### config.mk
export PLATFORM = sky130hd
export DESIGN_NAME = uart_tx
export DESIGN_NICKNAME = d
export VERILOG_FILES = /design/src/rtl/uart_tx.sv
export SDC_FILE = /design/constraint.sdc
export NUM_CORES = 1
export LEC_CHECK = 0
export ABC_AREA = 1
export CAP_MARGIN = 20
export CORE_ASPECT_RATIO = 1.25
export CORE_UTILIZATION = 61
export DETAILED_ROUTE_END_ITERATION = 10
export PLACE_DENSITY = 0.81
export SYNTH_ARGS = -nofsm -noshare
export SYNTH_HDL_FRONTEND = slang
export SYNTH_SLANG_ARGS = --single-unit
### constraint.sdc
create_clock -name clk -period 5.2 [get_ports clk]
set_input_delay 1.04 -clock clk [delete_from_list [all_inputs] [get_ports clk]]
set_output_delay 1.04 -clock clk [all_outputs]
set_load 0.05 [all_outputs]
### src/rtl/uart_tx.sv
// 8N1 UART transmitter: bytes queue in a small in-order FIFO and are sent LSB-first.
// TX is registered from the current state, so the line lags the FSM by one clock.
`timescale 1ns/1ps
module uart_tx #(
  parameter int CLOCK_FREQ_HZ = 12000000,
  parameter int BAUD_RATE     = 9600,
  parameter int FIFO_DEPTH    = 4
) (
  input  logic                          clk,
  input  logic                          resetn,
  input  logic [7:0]                    in_data,
  input  logic                          in_valid,
  output logic                          in_ready,
  output logic                          TX,
  output logic                          busy,
  output logic [$clog2(FIFO_DEPTH):0]   fifo_level
);
  localparam int BIT_PERIOD = CLOCK_FREQ_HZ / BAUD_RATE;
  localparam int CW         = (BIT_PERIOD > 1) ? $clog2(BIT_PERIOD) : 1;
  localparam int AW         = $clog2(FIFO_DEPTH);
  localparam logic [CW-1:0] CNT_LAST   = CW'(BIT_PERIOD - 1);
  localparam logic [AW:0]   LEVEL_FULL = FIFO_DEPTH[AW:0];

  typedef enum logic [1:0] {IDLE, START, DATA, STOP} state_t;

  state_t        state_q, state_d;
  logic [CW-1:0] cnt_q, cnt_d;
  logic [2:0]    bit_idx_q, bit_idx_d;
  logic [7:0]    shift_q, shift_d;
  logic          tx_q, tx_d;
  logic [AW-1:0] wr_ptr_q, wr_ptr_d, rd_ptr_q, rd_ptr_d;
  logic [AW:0]   level_q, level_d;
  logic [7:0]    mem [FIFO_DEPTH];
  logic          push, pop, bit_end, fifo_empty;

  assign in_ready   = (level_q != LEVEL_FULL);
  assign fifo_empty = (level_q == '0);
  assign push       = in_valid && in_ready;
  assign bit_end    = (cnt_q == CNT_LAST);
  assign fifo_level = level_q;
  assign TX         = tx_q;

  // Storage has no reset; only the pointers and level define its contents.
  always_ff @(posedge clk) begin
    if (push) mem[wr_ptr_q] <= in_data;
  end

  always_comb begin
    wr_ptr_d = push ? wr_ptr_q + 1'b1 : wr_ptr_q;
    rd_ptr_d = pop  ? rd_ptr_q + 1'b1 : rd_ptr_q;
    level_d  = level_q;
    case ({push, pop})
      2'b10:   level_d = level_q + 1'b1;
      2'b01:   level_d = level_q - 1'b1;
      default: level_d = level_q;
    endcase
  end

  // State register
  always_ff @(posedge clk or negedge resetn) begin
    if (!resetn) begin
      state_q   <= IDLE;
      cnt_q     <= '0;
      bit_idx_q <= '0;
      shift_q   <= '0;
      tx_q      <= 1'b1;
      wr_ptr_q  <= '0;
      rd_ptr_q  <= '0;
      level_q   <= '0;
    end else begin
      state_q   <= state_d;
      cnt_q     <= cnt_d;
      bit_idx_q <= bit_idx_d;
      shift_q   <= shift_d;
      tx_q      <= tx_d;
      wr_ptr_q  <= wr_ptr_d;
      rd_ptr_q  <= rd_ptr_d;
      level_q   <= level_d;
    end
  end

  // Next-state logic; the baud counter restarts at zero on every frame start.
  always_comb begin
    state_d   = state_q;
    cnt_d     = cnt_q;
    bit_idx_d = bit_idx_q;
    shift_d   = shift_q;
    pop       = 1'b0;
    case (state_q)
      IDLE: begin
        cnt_d = '0;
        if (!fifo_empty) begin
          pop     = 1'b1;
          shift_d = mem[rd_ptr_q];
          state_d = START;
        end
      end
      START: begin
        cnt_d = cnt_q + 1'b1;
        if (bit_end) begin
          cnt_d     = '0;
          bit_idx_d = '0;
          state_d   = DATA;
        end
      end
      DATA: begin
        cnt_d = cnt_q + 1'b1;
        if (bit_end) begin
          cnt_d     = '0;
          shift_d   = {1'b0, shift_q[7:1]};
          bit_idx_d = bit_idx_q + 1'b1;
          if (bit_idx_q == 3'd7) state_d = STOP;
        end
      end
      STOP: begin
        cnt_d = cnt_q + 1'b1;
        if (bit_end) begin
          cnt_d = '0;
          if (!fifo_empty) begin
            pop     = 1'b1;
            shift_d = mem[rd_ptr_q];
            state_d = START;
          end else begin
            state_d = IDLE;
          end
        end
      end
      default: state_d = IDLE;
    endcase
  end

  // Output logic
  always_comb begin
    tx_d = 1'b1;
    case (state_q)
      START:   tx_d = 1'b0;
      DATA:    tx_d = shift_q[0];
      default: tx_d = 1'b1;
    endcase
    busy = (state_q != IDLE) || !fifo_empty;
  end
endmodule

==> out/metrics.cfg <==
[setup_path]
cp.required_ns=4.16
cpMaxStageDelayCell=clkdlybuf4s50_1
r2r_slack_ns=2.89
crit_start=state_q[0]
crit_path_start_kind=flip-flop
r2r_start=state_q[0]
cp-endpoint=busy
r2r_end=fifo_level[1]
rr_worst_depth=10
critPathKind=flip-flop to output pin
crit_buf_inv=2
path_cells=inv_1, ha_1, nand3_1, clkdlybuf4s50_1
worstPathArrival_ns=2.13
critPathTopFamily=buffers and inverters
end_kind=output pin
crit_cells=4
path_max_fanout=7
cpPeakStageDelay_ns=0.81

[logic_synthesis]
yosysSeqAreaShare_pct=58.2
synthTopCellsByArea=edfxtp_1, dfrtp_1, nand2_1
synth-edff-count=32
postSynthCellCount=310
synth_top_cells_by_count=nand2_1, nand3_1, edfxtp_1
syn-num-nets=337
ys.flop_type=edfxtp_1
synth_cell_type_count=29
ys.warnings.count=0
synth_top_area_share_pct=31.7
yosysTopAreaCell=edfxtp_1
synth_area_um2=3030
yosysMostFrequentCell=nand2_1
synthArstFlopShare_pct=50.0
ys_ff_latch=64
avgSynthCellArea_um2=9.76

[global_route]
grt_max_degree=33
grt_use_total_pct=23.6
antenna_found_initial=0
grt_overflow=0
grt_first_pass_wirelength_um=8980
grt_pass1_vias=2096

[clocking]
postCtsHoldBufs=0
insertion_delay_ns=0.34
ctsResizeCount=0
cts_sinks=64
cts-root-buf=clkbuf_8
cts_setup_buffers=0
cts_tree=done
clockBufferDepth=2
cts_made_buffers=9
clk_pin_slew_ns=0.07
ctsHtreeMaxLevel=3

[timing]
min_period_over_period_pct=61.0
fmax_ghz=0.315
period_needed_ns=3.17
finalClockSkew_ns=0.00982
slew_headroom_pct=52.3
drv_slew=0
worst_pin_slew_ns=0.713
hold_viol=0
rsz0062_at_grt=no
tns_ns=0
finalSetupViolCount=0

[power]
ir_drop_mv=0.295
leakage_nw=1.58
cellPowerDensity_nw_per_um2=383

[die]
die_h_um=80.8
ios=17
fp.coreArea_um2=4760
start_util_pct=63.5
fp.dieW_um=65.0
rows=28
die-area_um2=5250

[routing]
drt_wl_total_um=5340
drt_iter0_drc=84
post_drt_wl_per_cell_um=13.5
dr.pass1.iters=4
ant_nets=0
drcViolationCount=0
vias=2130
drt-vias-per-instance=5.37

[cells_and_area]
drive_gt1_share_pct=7.72
final_net_count=360
fillerInstances=380
area_growth_pct=13.5
diodes=0
finalInstanceArea_um2=3440
final_cells=397

[place]
dp.cells=382
io_buffers=16
post_dp_cell_area_um2=3240
place.gp.congestion=0.798
place_hpwl_um=3900

[outcome]
outcome=finished clean

[run]
maxCapViolCount=0

[min_path]
hold_path_class=flip-flop to flip-flop

-- metrics by stage --
stage          hold slack [ns]  worst slack (ns)  utilization, %  total power (W)
2_1_floorplan            0.442              2.62               -         0.000805
3_3_place_gp             0.454              2.33            67.9         0.000876
3_5_place_dp             0.460              2.30            67.9         0.000889
4_1_cts                  0.478              2.02            72.1          0.00133
5_1_grt                  0.504              1.93            72.1          0.00137
6_report                 0.482              2.03            72.1          0.00132
-- routing by layer --
| metal | up-vias | global-route usage, % | part of all wire [%] |
|---|---|---|---|
| li1 | 1053 | - | - |
| met3 | 14 | 6.46 | 3.3 |
| met4 | 0 | 12.2 | 2.7 |
| met5 | - | 0 | 0 |
| met2 | 50 | 43.1 | 54 |
| met1 | 1013 | 24.5 | 40 |
-- layout by cell type (no fill, tap or decap), types with 4 or more instances in the layout --
cell / netlist / final
a21oi_1: 4 / 4
clkbuf_8: 0 / 9
clkdlybuf4s50_1: 0 / 16
dfrtp_1: 31 / 31
edfxtp_1: 32 / 32
ha_1: 15 / 15
inv_1: 23 / 23
nand2_1: 98 / 98
nand3_1: 37 / 37
nor2_1: 29 / 29
xor2_1: 5 / 5
-- cell type report --
type | count | area, µm² | share of cell area, %
sequential | 64 | 1760 | 51.3
multi-input combinational | 214 | 1130 | 32.8
timing repair buffer | 17 | 168 | 4.88
clock buffer | 10 | 128 | 3.71
inverter | 27 | 101 | 2.95
tap | 60 | 75.1 | 2.18
clock inverter | 5 | 72.6 | 2.11
-- worst min path at each step --
stage,from,to,slack [ns],cells after the start
after floorplan,shift_q[0],shift_q[0],0.44,2
after global placement,shift_q[2],shift_q[2],0.45,2
after detailed placement,shift_q[0],TX,0.46,2
after CTS,shift_q[2],shift_q[2],0.48,2
after global routing,shift_q[5],shift_q[5],0.50,2
final,shift_q[2],shift_q[2],0.48,2
-- power by group --
| part | leakage (nW) | switching, W | total (W) | internal [W] |
|---|---|---|---|---|
| clock | 0.101 | 0.000176 | 0.000439 | 0.000263 |
| sequential | 0.686 | 0.0000342 | 0.000644 | 0.000609 |
| combinational | 0.789 | 0.000154 | 0.000233 | 0.0000785 |
| total | 1.58 | 0.000364 | 0.00132 | 0.000951 |
-- worst register-to-register path: cells and delay by family, from the launching register on --
kind                     cells  cell delay (ns)
flip-flops                   1             0.43
AND/OR/NAND/NOR              3             0.33
buffers and inverters        2             0.14
multiplexers                 1             0.26
AO/OA/AOI/OAI                1             0.18
adder cells (fa/ha/maj)      3             0.86
-- cells by family (layout without fill, tap and decap cells) --
group           Yosys count  after routing  share of synthesized area, %
xor+xnor                  8              8                          2.32
flops                    64             64                          58.2
fa+ha+maj                16             16                          6.86
mux                       1              1                         0.372
compound gates           15             15                          3.22
simple gates            174            174                          24.5
buf+inv                  32             59                          4.46
-- registers in the layout (all words and copies together), names as in the netlist --
signal      flops
TX              1
bit_idx_q       3
cnt_q          11
fifo_level      3
mem            32
rd_ptr_q        2
shift_q         8
state_q         2
wr_ptr_q        2
No activity file was read; power rests on OpenSTA's default activity.
